**config.mk**
```make
export PLATFORM = sky130hd
export DESIGN_NAME = mac_check_engine_flat
export DESIGN_NICKNAME = d
export VERILOG_FILES = /design/src/rtl/mac_check_pkg.sv /design/src/rtl/mac_check_engine_if.sv /design/src/rtl/mac_check_lfsr.sv /design/src/rtl/mac_check_engine.sv /design/src/flat_wrapper.sv
export SDC_FILE = /design/constraint.sdc
export NUM_CORES = 1
export LEC_CHECK = 0
export BUFFER_PORTS_ARGS = -buffer_cell sky130_fd_sc_hd__buf_2
export CORE_UTILIZATION = 50
export CTS_BUF_LIST = sky130_fd_sc_hd__clkbuf_4
export DETAILED_ROUTE_END_ITERATION = 12
export PLACE_DENSITY = 0.82
export SYNTH_ARGS = -nofsm -noshare
export SYNTH_HDL_FRONTEND = slang
export SYNTH_SLANG_ARGS = --single-unit
```
**constraint.sdc**
```tcl
create_clock -name clk -period 11.1 [get_ports clk]
set_input_delay 0.555 -clock clk [delete_from_list [all_inputs] [get_ports clk]]
set_output_delay 0.555 -clock clk [all_outputs]
set_load 0.005 [all_outputs]
```
**src/rtl/mac_check_pkg.sv**
```systemverilog
// Shared types and constants for the MAC check engine: FSM states, stimulus
// edge-case modes and the Galois LFSR step/seed helpers.
package mac_check_pkg;

    typedef enum logic [2:0] {
        ST_IDLE,
        ST_WARMUP,
        ST_RUN,
        ST_DONE_PASS,
        ST_DONE_FAIL
    } state_t;

    localparam logic [2:0] EC_RANDOM = 3'd0;
    localparam logic [2:0] EC_A_ZERO = 3'd1;
    localparam logic [2:0] EC_A_ONES = 3'd2;
    localparam logic [2:0] EC_B_ZERO = 3'd3;
    localparam logic [2:0] EC_B_ONES = 3'd4;

    localparam logic [31:0] LFSR_TAPS = 32'h8020_0003;

    // Right-shifting Galois form: the bit shifted out selects the tap XOR.
    function automatic logic [31:0] lfsr_step(input logic [31:0] s);
        return s[0] ? ((s >> 1) ^ LFSR_TAPS) : (s >> 1);
    endfunction

    // Per-operand seed: rotate left by operand index; an all-zero seed would lock up.
    function automatic logic [31:0] lfsr_seed(input logic [31:0] seed, input int unsigned k);
        int unsigned sh;
        logic [31:0] r;
        sh = k % 32;
        r  = (sh == 0) ? seed : ((seed << sh) | (seed >> (32 - sh)));
        return (r == 32'd0) ? 32'd1 : r;
    endfunction

endpackage

```
**src/rtl/mac_check_engine_if.sv**
```systemverilog
// Control, stimulus and result bundle between a test controller (master)
// and the MAC check engine (slave).
interface mac_check_engine_if #(
    parameter int NUM_CH    = 4,
    parameter int MIN_WIDTH = 8,
    parameter int ACC_WIDTH = 32,
    parameter int CNT_WIDTH = 32
);
    logic                        cset;
    logic                        start;
    logic [CNT_WIDTH-1:0]        num_tests;
    logic [2:0]                  edgecase;
    logic [31:0]                 seed;
    logic [NUM_CH*ACC_WIDTH-1:0] dut_out;
    logic [NUM_CH*ACC_WIDTH-1:0] golden_out;
    logic [NUM_CH*MIN_WIDTH-1:0] a_out;
    logic [NUM_CH*MIN_WIDTH-1:0] b_out;
    logic                        busy;
    logic                        pass;
    logic                        fail;
    logic [CNT_WIDTH-1:0]        test_cnt;
    logic [CNT_WIDTH-1:0]        err_cnt;
    logic [CNT_WIDTH-1:0]        fail_test;
    logic [NUM_CH-1:0]           fail_mask;

    modport master (
        output cset, start, num_tests, edgecase, seed, dut_out, golden_out,
        input  a_out, b_out, busy, pass, fail, test_cnt, err_cnt, fail_test, fail_mask
    );

    modport slave (
        input  cset, start, num_tests, edgecase, seed, dut_out, golden_out,
        output a_out, b_out, busy, pass, fail, test_cnt, err_cnt, fail_test, fail_mask
    );
endinterface

```
**src/rtl/mac_check_lfsr.sv**
```systemverilog
// 32-bit Galois LFSR with load, advance and hold; resets to state 1.
module mac_check_lfsr
    import mac_check_pkg::*;
(
    input  logic        clk,
    input  logic        reset,
    input  logic        load,
    input  logic        advance,
    input  logic [31:0] load_value,
    output logic [31:0] state
);
    logic [31:0] state_reg;

    always_ff @(posedge clk) begin
        if (reset) begin
            state_reg <= 32'd1;
        end else if (load) begin
            state_reg <= load_value;
        end else if (advance) begin
            state_reg <= lfsr_step(state_reg);
        end
    end

    assign state = state_reg;
endmodule

```
**src/rtl/mac_check_engine.sv**
```systemverilog
// MAC check engine: drives LFSR stimulus, compares DUT against golden outputs
// and reports pass/fail. Option macro: MAC_CHECK_STOP_ON_FAIL_EN (end run on first mismatch).
module mac_check_engine
    import mac_check_pkg::*;
#(
    parameter int NUM_CH    = 4,
    parameter int MIN_WIDTH = 8,
    parameter int ACC_WIDTH = 32,
    parameter int DELAY     = 2,
    parameter int CNT_WIDTH = 32
) (
    input  logic              clk,
    input  logic              reset,
    mac_check_engine_if.slave bus
);
    localparam int NUM_OPS = 2 * NUM_CH;
    localparam logic [3:0] WARM_LAST = (DELAY > 0) ? 4'(DELAY - 1) : 4'd0;

    state_t                 state_reg, state_next;
    logic [CNT_WIDTH-1:0]   num_tests_reg, test_cnt_reg, err_cnt_reg, fail_test_reg;
    logic [CNT_WIDTH-1:0]   test_cnt_inc, err_cnt_inc;
    logic [2:0]             mode_reg, mode_sel;
    logic [3:0]             warm_cnt_reg;
    logic [NUM_CH-1:0]      fail_mask_reg, mismatch_mask;
    logic                   start_ok, advance, compare, mismatch, last_compare, stop_early;
    logic [31:0]            lfsr_state [NUM_OPS];
    logic [MIN_WIDTH-1:0]   stim_reg   [NUM_OPS];

    assign start_ok = !bus.cset && bus.start &&
                      (state_reg == ST_IDLE || state_reg == ST_DONE_PASS || state_reg == ST_DONE_FAIL);
    assign advance  = !bus.cset && (state_reg == ST_WARMUP || state_reg == ST_RUN);
    assign compare  = !bus.cset && (state_reg == ST_RUN);
    assign mismatch = |mismatch_mask;
    assign mode_sel = start_ok ? bus.edgecase : mode_reg;

    assign test_cnt_inc = (&test_cnt_reg) ? test_cnt_reg : test_cnt_reg + 1'b1;
    assign err_cnt_inc  = (&err_cnt_reg)  ? err_cnt_reg  : err_cnt_reg + 1'b1;
    assign last_compare = (test_cnt_inc == num_tests_reg);

`ifdef MAC_CHECK_STOP_ON_FAIL_EN
    assign stop_early = mismatch;
`else
    assign stop_early = 1'b0;
`endif

    always_ff @(posedge clk) begin
        if (reset) begin
            state_reg <= ST_IDLE;
        end else begin
            state_reg <= state_next;
        end
    end

    always_comb begin
        state_next = state_reg;
        case (state_reg)
            ST_IDLE, ST_DONE_PASS, ST_DONE_FAIL: begin
                if (start_ok) begin
                    if (bus.num_tests == '0) state_next = ST_DONE_PASS;
                    else if (DELAY == 0)     state_next = ST_RUN;
                    else                     state_next = ST_WARMUP;
                end
            end
            ST_WARMUP: begin
                if (advance && warm_cnt_reg == WARM_LAST) state_next = ST_RUN;
            end
            ST_RUN: begin
                if (compare && (stop_early || last_compare))
                    state_next = (err_cnt_reg == '0 && !mismatch) ? ST_DONE_PASS : ST_DONE_FAIL;
            end
            default: state_next = ST_IDLE;
        endcase
    end

    always_ff @(posedge clk) begin
        if (reset) begin
            num_tests_reg <= '0;
            mode_reg      <= EC_RANDOM;
            warm_cnt_reg  <= '0;
            test_cnt_reg  <= '0;
            err_cnt_reg   <= '0;
            fail_test_reg <= '0;
            fail_mask_reg <= '0;
        end else if (start_ok) begin
            num_tests_reg <= bus.num_tests;
            mode_reg      <= bus.edgecase;
            warm_cnt_reg  <= '0;
            test_cnt_reg  <= '0;
            err_cnt_reg   <= '0;
            fail_test_reg <= '0;
            fail_mask_reg <= '0;
        end else begin
            if (advance && state_reg == ST_WARMUP) warm_cnt_reg <= warm_cnt_reg + 1'b1;
            if (compare) begin
                test_cnt_reg <= test_cnt_inc;
                if (mismatch) begin
                    err_cnt_reg <= err_cnt_inc;
                    // err_cnt still zero means this is the first mismatch of the run
                    if (err_cnt_reg == '0) begin
                        fail_test_reg <= test_cnt_inc;
                        fail_mask_reg <= mismatch_mask;
                    end
                end
            end
        end
    end

    // Operand k: even k is A of channel k/2, odd k is B. The stimulus register
    // always mirrors the low bits of its LFSR's current state unless overridden.
    for (genvar gi = 0; gi < NUM_OPS; gi++) begin : g_op
        localparam bit IS_A = (gi % 2) == 0;
        logic [31:0]          seed_k, src;
        logic [MIN_WIDTH-1:0] op_next;

        assign seed_k = lfsr_seed(bus.seed, gi);
        assign src    = start_ok ? seed_k : lfsr_step(lfsr_state[gi]);

        mac_check_lfsr u_lfsr (
            .clk        (clk),
            .reset      (reset),
            .load       (start_ok),
            .advance    (advance),
            .load_value (seed_k),
            .state      (lfsr_state[gi])
        );

        if (MIN_WIDTH < 32) begin : g_hi
            logic unused_hi;
            assign unused_hi = ^src[31:MIN_WIDTH];
        end

        always_comb begin
            op_next = src[MIN_WIDTH-1:0];
            if (mode_sel == EC_RANDOM)                   op_next = src[MIN_WIDTH-1:0];
            else if (IS_A && mode_sel == EC_A_ZERO)      op_next = '0;
            else if (IS_A && mode_sel == EC_A_ONES)      op_next = '1;
            else if (!IS_A && mode_sel == EC_B_ZERO)     op_next = '0;
            else if (!IS_A && mode_sel == EC_B_ONES)     op_next = '1;
        end

        always_ff @(posedge clk) begin
            if (reset) begin
                stim_reg[gi] <= '0;
            end else if (start_ok || advance) begin
                stim_reg[gi] <= op_next;
            end
        end
    end

    for (genvar gi = 0; gi < NUM_CH; gi++) begin : g_ch
        assign mismatch_mask[gi] = bus.dut_out[gi*ACC_WIDTH +: ACC_WIDTH] !=
                                   bus.golden_out[gi*ACC_WIDTH +: ACC_WIDTH];
        assign bus.a_out[gi*MIN_WIDTH +: MIN_WIDTH] = stim_reg[2*gi];
        assign bus.b_out[gi*MIN_WIDTH +: MIN_WIDTH] = stim_reg[2*gi+1];
    end

    assign bus.busy      = (state_reg == ST_WARMUP) || (state_reg == ST_RUN);
    assign bus.pass      = (state_reg == ST_DONE_PASS);
    assign bus.fail      = (state_reg == ST_DONE_FAIL);
    assign bus.test_cnt  = test_cnt_reg;
    assign bus.err_cnt   = err_cnt_reg;
    assign bus.fail_test = fail_test_reg;
    assign bus.fail_mask = fail_mask_reg;
endmodule

```
**src/flat_wrapper.sv**
```systemverilog
// flat-port wrapper written by rule: the top's interface ports become plain ports
module mac_check_engine_flat import mac_check_pkg::*;
#(
    parameter int NUM_CH    = 4,
    parameter int MIN_WIDTH = 8,
    parameter int ACC_WIDTH = 32,
    parameter int DELAY     = 2,
    parameter int CNT_WIDTH = 32
)
  (clk, reset, bus_cset, bus_start, bus_num_tests, bus_edgecase, bus_seed, bus_dut_out, bus_golden_out, bus_a_out, bus_b_out, bus_busy, bus_pass, bus_fail, bus_test_cnt, bus_err_cnt, bus_fail_test, bus_fail_mask);
  mac_check_engine_if #(.NUM_CH(NUM_CH), .MIN_WIDTH(MIN_WIDTH), .ACC_WIDTH(ACC_WIDTH), .CNT_WIDTH(CNT_WIDTH)) bus_i ();
  input  logic clk;
  input  logic reset;
  input wire logic [$bits(bus_i.cset)-1:0] bus_cset;
  input wire logic [$bits(bus_i.start)-1:0] bus_start;
  input wire logic [$bits(bus_i.num_tests)-1:0] bus_num_tests;
  input wire logic [$bits(bus_i.edgecase)-1:0] bus_edgecase;
  input wire logic [$bits(bus_i.seed)-1:0] bus_seed;
  input wire logic [$bits(bus_i.dut_out)-1:0] bus_dut_out;
  input wire logic [$bits(bus_i.golden_out)-1:0] bus_golden_out;
  output wire logic [$bits(bus_i.a_out)-1:0] bus_a_out;
  output wire logic [$bits(bus_i.b_out)-1:0] bus_b_out;
  output wire logic [$bits(bus_i.busy)-1:0] bus_busy;
  output wire logic [$bits(bus_i.pass)-1:0] bus_pass;
  output wire logic [$bits(bus_i.fail)-1:0] bus_fail;
  output wire logic [$bits(bus_i.test_cnt)-1:0] bus_test_cnt;
  output wire logic [$bits(bus_i.err_cnt)-1:0] bus_err_cnt;
  output wire logic [$bits(bus_i.fail_test)-1:0] bus_fail_test;
  output wire logic [$bits(bus_i.fail_mask)-1:0] bus_fail_mask;
  assign bus_i.cset = bus_cset;
  assign bus_i.start = bus_start;
  assign bus_i.num_tests = bus_num_tests;
  assign bus_i.edgecase = bus_edgecase;
  assign bus_i.seed = bus_seed;
  assign bus_i.dut_out = bus_dut_out;
  assign bus_i.golden_out = bus_golden_out;
  assign bus_a_out = bus_i.a_out;
  assign bus_b_out = bus_i.b_out;
  assign bus_busy = bus_i.busy;
  assign bus_pass = bus_i.pass;
  assign bus_fail = bus_i.fail;
  assign bus_test_cnt = bus_i.test_cnt;
  assign bus_err_cnt = bus_i.err_cnt;
  assign bus_fail_test = bus_i.fail_test;
  assign bus_fail_mask = bus_i.fail_mask;
  mac_check_engine #(.NUM_CH(NUM_CH), .MIN_WIDTH(MIN_WIDTH), .ACC_WIDTH(ACC_WIDTH), .DELAY(DELAY), .CNT_WIDTH(CNT_WIDTH)) u_core (.clk(clk), .reset(reset), .bus(bus_i));
endmodule
```
==> results.md, run 1 <==
- Status: finished clean
- Worst-case clock buffer depth: 3
- Post-synth EDFFs: 64
- Post-Syn Area: 21,610 um2
- Critical path endpoint category: register
- Combinational fraction of design power: 13.0%
- Async set-reset flop share out of synthesis: 0%
- Max VDD drop: 0.1059 mV
- Buffers & Inverters on Critical Path: 0
- Syn_nets: 2,961
- FF-to-FF Start: u_core.bus.test_cnt[0]
- Die area: 44,050 um2
- Port-buffer cells: 493
- Crit Path Category: reg -> reg
- Min Tclk post-route: 4493 ps
- Root Buffer: clkbuf_4
- Fin. max-slew vios: 0
- FMAX: 222.6 MHz
- Synth-to-Final Area Change: 19.78%
- Sequential share of power: 48.8%
- Slowest CP cell: nand3_1
- Post-synthesis register bit count: 462
- Unrepaired setup endpoints after global routing: no
- Req. time, crit path: 11,860 ps
- CP max stage delay: 690 ps
- Sw Ratio: 28.45%
- Post-Route Setup TNS: 0 ps
- Fill cells: 3,749
- Routed WL: 80.15 mm
- Max-cap violations: 0
- Sw power: 1.069 mW
- Clk sink count: 462
- Worst skew pair latency: 880 ps
- # rows: 75
- Clock share of power: 38.2%
- Seq/Total Area, Yosys: 45.77%
- CP Cell Sequence: ha_1 -> nand3_2 -> nor4_4 -> nand3_1 -> nor4_1 -> nor3b_1 -> a2111oi_0 -> nand4_1 -> or3_1 -> a21oi_1
- Fin area: 25,880 um2
- Post-DP Area: 24,060 um2
- Core area: 42,320 um2
- Max-slew headroom: 16.41%
- Worst-margin pin slew: 1254 ps
- Ys Warns: 0
- WL/cell: 21.39 um
- Die height: 209.9 um
- Drt pass-1 iters: 6
- GR Util All Layers: 35.48%
- Routability cong.: 1.041
- TritonCTS clock tree: done
- Critical Path AT: 5260 ps
- # DRC: 0
- Synth top area share: 36.88%
- Initial antenna violation count: 14
- Register-to-Register Setup Slack: 6610 ps
- Cts bufs inserted: 112
- Vias in the first global route: 20,386
- H-tree depth: 3
- Clock skew: 49.07 ps
- Yosys cell types: 84
- Top_reg_cell synth: dfxtp_1
- Post-Syn Instances: 2,629
- Leak Pwr: 9.905 nW
- Tcrit/Tclk final: 40.48%
- Int Pwr: 2.687 mW
- DR iter-0 viols: 2,800
- Fin nets: 3,397
- Top cells by count, synth: dfxtp_1 (398), nand2_1 (398), a21oi_1 (396)
- Hold Fails Final Rpt: 0
- Hold Path Class: in -> reg
- CP max FO: 13
- Pwr/cell area: 145.1 nW/um2
- Crit path launch type: register
- Dpl hpwl: 58.56 mm
- Via density: 5.814
- Post-synth top area cell: dfxtp_1
- Placed cells: 3,495
- Top post-synthesis cells by area: dfxtp_1 (37%), a21oi_1 (9.2%), edfxtp_1 (8.9%)
- Non-filler cells, final: 3,747
- Top cell family by delay on the critical path: simple AND/OR/NAND/NOR gates
- Die X: 209.9 um
- Total number of vias: 21,786
- Max FFs per register: 256
- Initial core utilization: 51.05%
- Clock transition time at the flip-flop clock pins of the worst setup and hold paths: 70 ps
- Largest net degree at the start of global routing: 249
- Power consumption: 3.756 mW
- First-pass GRT wire length: 120.1 mm
- GRT overflow: 0
- Antenna-violating nets left: 0
- Hold path start: bus_seed[30]
- Crit. Startpoint: u_core.bus.test_cnt[0]
- IO Count: 494
- Syn Area/Cell: 8.219 um2
- Share of cells above drive strength 1: 22.74%
- Final setup viols: 0
## routing by layer
metal	vias up	track usage, %	wire length (um)
met4	8	14.30	2793
met1	10333	48.27	33890
met3	179	9.367	8168
met2	1174	53.43	35240
met5	-	0	56
li1	10092	-	-
## power groups by stage
stage               registers, mW  clock network, mW  logic (mW)
floorplan                    1.85                  0       0.279
detailed placement           1.87                  0       0.467
global placement             1.87                  0       0.458
CTS                          1.83               1.45       0.479
finish                       1.83               1.43       0.487
global route                 1.84               1.54       0.528
## placed cells by master (no fill, tap or decap), types with 4 or more instances in the layout
master,n
buf_2,493
dfxtp_1,398
a21oi_1,396
nand2_1,396
o21ai_0,299
xnor2_1,187
clkbuf_4,164
nor2_1,139
nand4_1,78
edfxtp_1,64
xor2_1,55
nor4_1,45
nand3_1,43
and2_1,41
clkinv_1,33
dlygate4sd3_1,33
inv_1,31
nor3_1,26
a31oi_1,24
or3_1,23
mux2i_1,17
and3_1,15
buf_4,15
diode_2,12
nand2b_1,8
and4_1,8
nor2b_1,6
nor3b_1,6
or4_1,5
a211oi_1,5
ha_1,5
clkinv_2,5
o311ai_0,4
o22ai_1,4
or2_2,4
## through the flow
step	util, %	worst slack, ps	hold WS (ps)
after floorplan	-	7312	425.4
after global placement	56.85	6913	433.1
after detailed placement	56.85	6854	442.7
after CTS	61.08	6819	59.69
after global routing	61.12	6414	57.76
final	61.15	6607	103.7
## final timing paths
check                                                 endpoint  cells after the start
worst min-delay path            u_core.g_op[3].u_lfsr.state[1]                      3
worst max register to register             u_core.state_reg[2]                     10
worst max-delay path                       u_core.state_reg[2]                     10
worst min register to register         u_core.bus.fail_test[3]                      2
## tightest hold or removal path: cells and delay by family
kind            cells  cell delay [ps]
compound gates      2              270
buf+inv             1              130
## cells by family (layout without fill, tap and decap cells)
logic type,count (synthesis),after routing,share of synthesized area [%]
compound gates,777,777,19.07
simple gates,871,871,19.18
buf+inv,253,782,4.934
xor+xnor,243,243,9.914
other cells,0,12,0
flops,462,462,45.77
fa+ha+maj,5,5,0.2895
mux,18,18,0.8396
## timing repair
item | CTS | global route
setup endpoints to repair | 0 | 0
gates resized for setup | 0 | 0
setup buffers | 0 | 0
endpoints found under the hold margin | 33 | 0
hold buffers | 33 | 0
## cell type report
type                       count  area [um2]  area share [%]
multi-input combinational   1914       10710           41.38
sequential                   462        9889           38.21
timing repair buffer         543        2950           11.40
clock buffer                 164        1231           4.757
tap                          577       721.9           2.789
clock inverter                43       229.0          0.8847
inverter                      32       120.1          0.4641
antenna                       12       30.03          0.1160
Power figures use the tool's default switching activity.
==> run 2: changes to the inputs <==
==> constraint.sdc (replaced) <==
create_clock -name clk -period 4.5 [get_ports clk]
set_input_delay 0.225 -clock clk [delete_from_list [all_inputs] [get_ports clk]]
set_output_delay 0.225 -clock clk [all_outputs]
set_load 0.005 [all_outputs]
==> run 2 against run 1 <==
  * Global-route usage up 1.6 points
  * First-iteration DRC count down 6.5%
  * Combinational power rose to 2.6 times the previous value
  * Cell area up 2.6%
==> results.md, run 2 (same netlist as run 1, synthesis figures left out) <==
- Post-Route Setup TNS: 0 ps
- Sequential share of power: 48.7%
- Unrepaired setup endpoints after global routing: no
- Max-cap violations: 0
- Buffers & Inverters on Critical Path: 5
- Max FFs per register: 256
- Vias in the first global route: 21,041
- Critical path depth in cells: 14
- GR Util All Layers: 37.06%
- DR iter-0 viols: 2,618
- FF-to-FF Start: u_core.bus.test_cnt[2]
- Initial core utilization: 51.05%
- Routed WL: 83.58 mm
- Top cell family by delay on the critical path: buffers and inverters
- IO Count: 494
- M3 GR Usage: 11.10%
- Port-buffer cells: 493
- Register-to-Register Setup Slack: 530 ps
- Final core utilization: 62.73%
- Area occupied by registers: 9889 um2
- Sw power: 2.660 mW
- Hold Path Class: in -> reg
- Power consumption: 9.293 mW
- Crit Path Category: in -> reg
- WL/cell: 21.90 um
- CP max FO: 27
- Final setup viols: 0
- Tcrit/Tclk final: 93.49%
- Die area: 44,050 um2
- CP endpoint: u_core.bus.err_cnt[13]
- Min Tclk post-route: 4207 ps
- Root Buffer: clkbuf_4
- Leak Pwr: 10.21 nW
- CP max stage delay: 810 ps
- Most used cell, CP: dlygate4sd3_1
- Critical Path AT: 4960 ps
- GRT overflow: 0
- Fin area: 26,550 um2
- Antenna-violating nets left: 0
- Combinational fraction of design power: 13.4%
- R2R depth: 10
- CP Cell Sequence: dlygate4sd3_1 -> buf_2 -> xnor2_1 -> dlygate4sd3_1 -> nand4_1 -> dlygate4sd3_1 -> nor4_1 -> dlygate4sd3_1 -> nand2_1 -> o41a_1 -> and2_1 -> nand2_1 -> o311ai_0 -> o41ai_1
- Clock skew: 53.79 ps
- RR Endpoint: u_core.state_reg[2]
- Fill cells: 3,674
- Cts bufs inserted: 111
- Dpl hpwl: 61.04 mm
- H-tree depth: 3
- Drt pass-1 iters: 5
- WHS: 49.36 ps
- Worst skew pair latency: 890 ps
- Req. time, crit path: 5250 ps
- Largest net degree at the start of global routing: 249
- Sw Ratio: 28.62%
- Most frequent cells in the layout: buf_2 (493), dfxtp_1 (398), a21oi_1 (396), nand2_1 (396), o21ai_0 (299)
- Leading cell type in the layout, fill and taps excluded: buf_2
- Int Pwr: 6.633 mW
- Fin. max-slew vios: 0
- Pwr/cell area: 350.1 nW/um2
- Die X: 209.9 um
- Worst-margin pin slew: 1337 ps
- Synth-to-Final Area Change: 22.87%
- TritonCTS clock tree: done
- M2 GR Usage: 56.51%
- Clock transition time at the flip-flop clock pins of the worst setup and hold paths: 70 ps
- Die height: 209.9 um
- Fin nets: 3,469
- Via density: 5.804
- Max VDD drop: 0.2542 mV
- FMAX: 237.7 MHz
- Core area: 42,320 um2
- Total number of vias: 22,152
- Crit path launch type: input port
- Worst-case clock buffer depth: 3
- Clk sink count: 462
- First-pass GRT wire length: 124.7 mm
- # DRC: 0
- Initial antenna violation count: 15
- Clock share of power: 37.8%
- Routing usage on met1: 48.60%
- Max-slew headroom: 10.87%
- Hold Fails Final Rpt: 0
- # rows: 75
- Share of cells above drive strength 1: 22.96%
- CTS-repair resized insts: 0
- Critical path endpoint category: register
- Status: finished clean
- Area of the multi-input gates: 10,710 um2
- Slowest CP cell: and2_1
- Routability cong.: 1.031
- Post-DP Area: 24,280 um2
- Crit. Startpoint: bus_dut_out[95]
- GR peak layer: met2
run 2: changes by cell type in the layout (fill, tap and decap cells not counted), sizes merged:
cell | previous run | this run
clkinvlp | 1 | 2
dlygate4sd3 | 33 | 79
clkinv | 39 | 37
buf | 510 | 537
clkbuf | 164 | 160
inv | 33 | 35
run 2: cell type report:
cell class	count	share of cell area, %
tap	577	2.719
clock buffer	160	4.524
multi-input combinational	1914	40.34
clock inverter	44	0.9426
timing repair buffer	616	13.66
sequential	462	37.25
inverter	32	0.4524
antenna	12	0.1131
run 2: power groups by stage:
stage	clock network, mW	logic, mW	registers, mW
2_1_floorplan	0	0.688	4.57
3_3_place_gp	0	1.14	4.60
3_5_place_dp	0	1.16	4.61
4_1_cts	3.55	1.22	4.52
5_1_grt	3.78	1.35	4.54
6_report	3.52	1.25	4.53
run 2: per-stage QoR:
step	instances	setup WS [ps]
final	3817	292.9
after detailed placement	3522	588.5
after floorplan	2629	711.7
after global placement	3522	649.3
after CTS	3805	434.4
after global routing	3811	133.6
run 2: how the worst min path moves through the flow:
stage                     cells past startpoint                              to                            from
after global placement                        2  u_core.g_op[1].u_lfsr.state[6]  u_core.g_op[1].u_lfsr.state[6]
after detailed placement                      2  u_core.g_op[3].u_lfsr.state[7]  u_core.g_op[3].u_lfsr.state[7]
after floorplan                               2        u_core.num_tests_reg[14]               bus_num_tests[14]
after CTS                                     2             u_core.state_reg[2]                           reset
after global routing                          7         u_core.bus.fail_mask[1]                 bus_dut_out[57]
final                                         2             u_core.state_reg[2]                           reset
run 2: what timing repair did:
| item | in CTS | in global routing |
|---|---|---|
| hold endpoints to repair | 262 | 0 |
| hold buffers | 79 | 0 |
| setup buffers | 0 | 0 |
run 2: layer usage:
layer  vias to the layer above  part of all wire (%)
met5                         -                 0.079
met4                        10                   3.9
met3                       173                   9.6
met2                      1098                    44
met1                     10632                    42
li1                      10239                     -
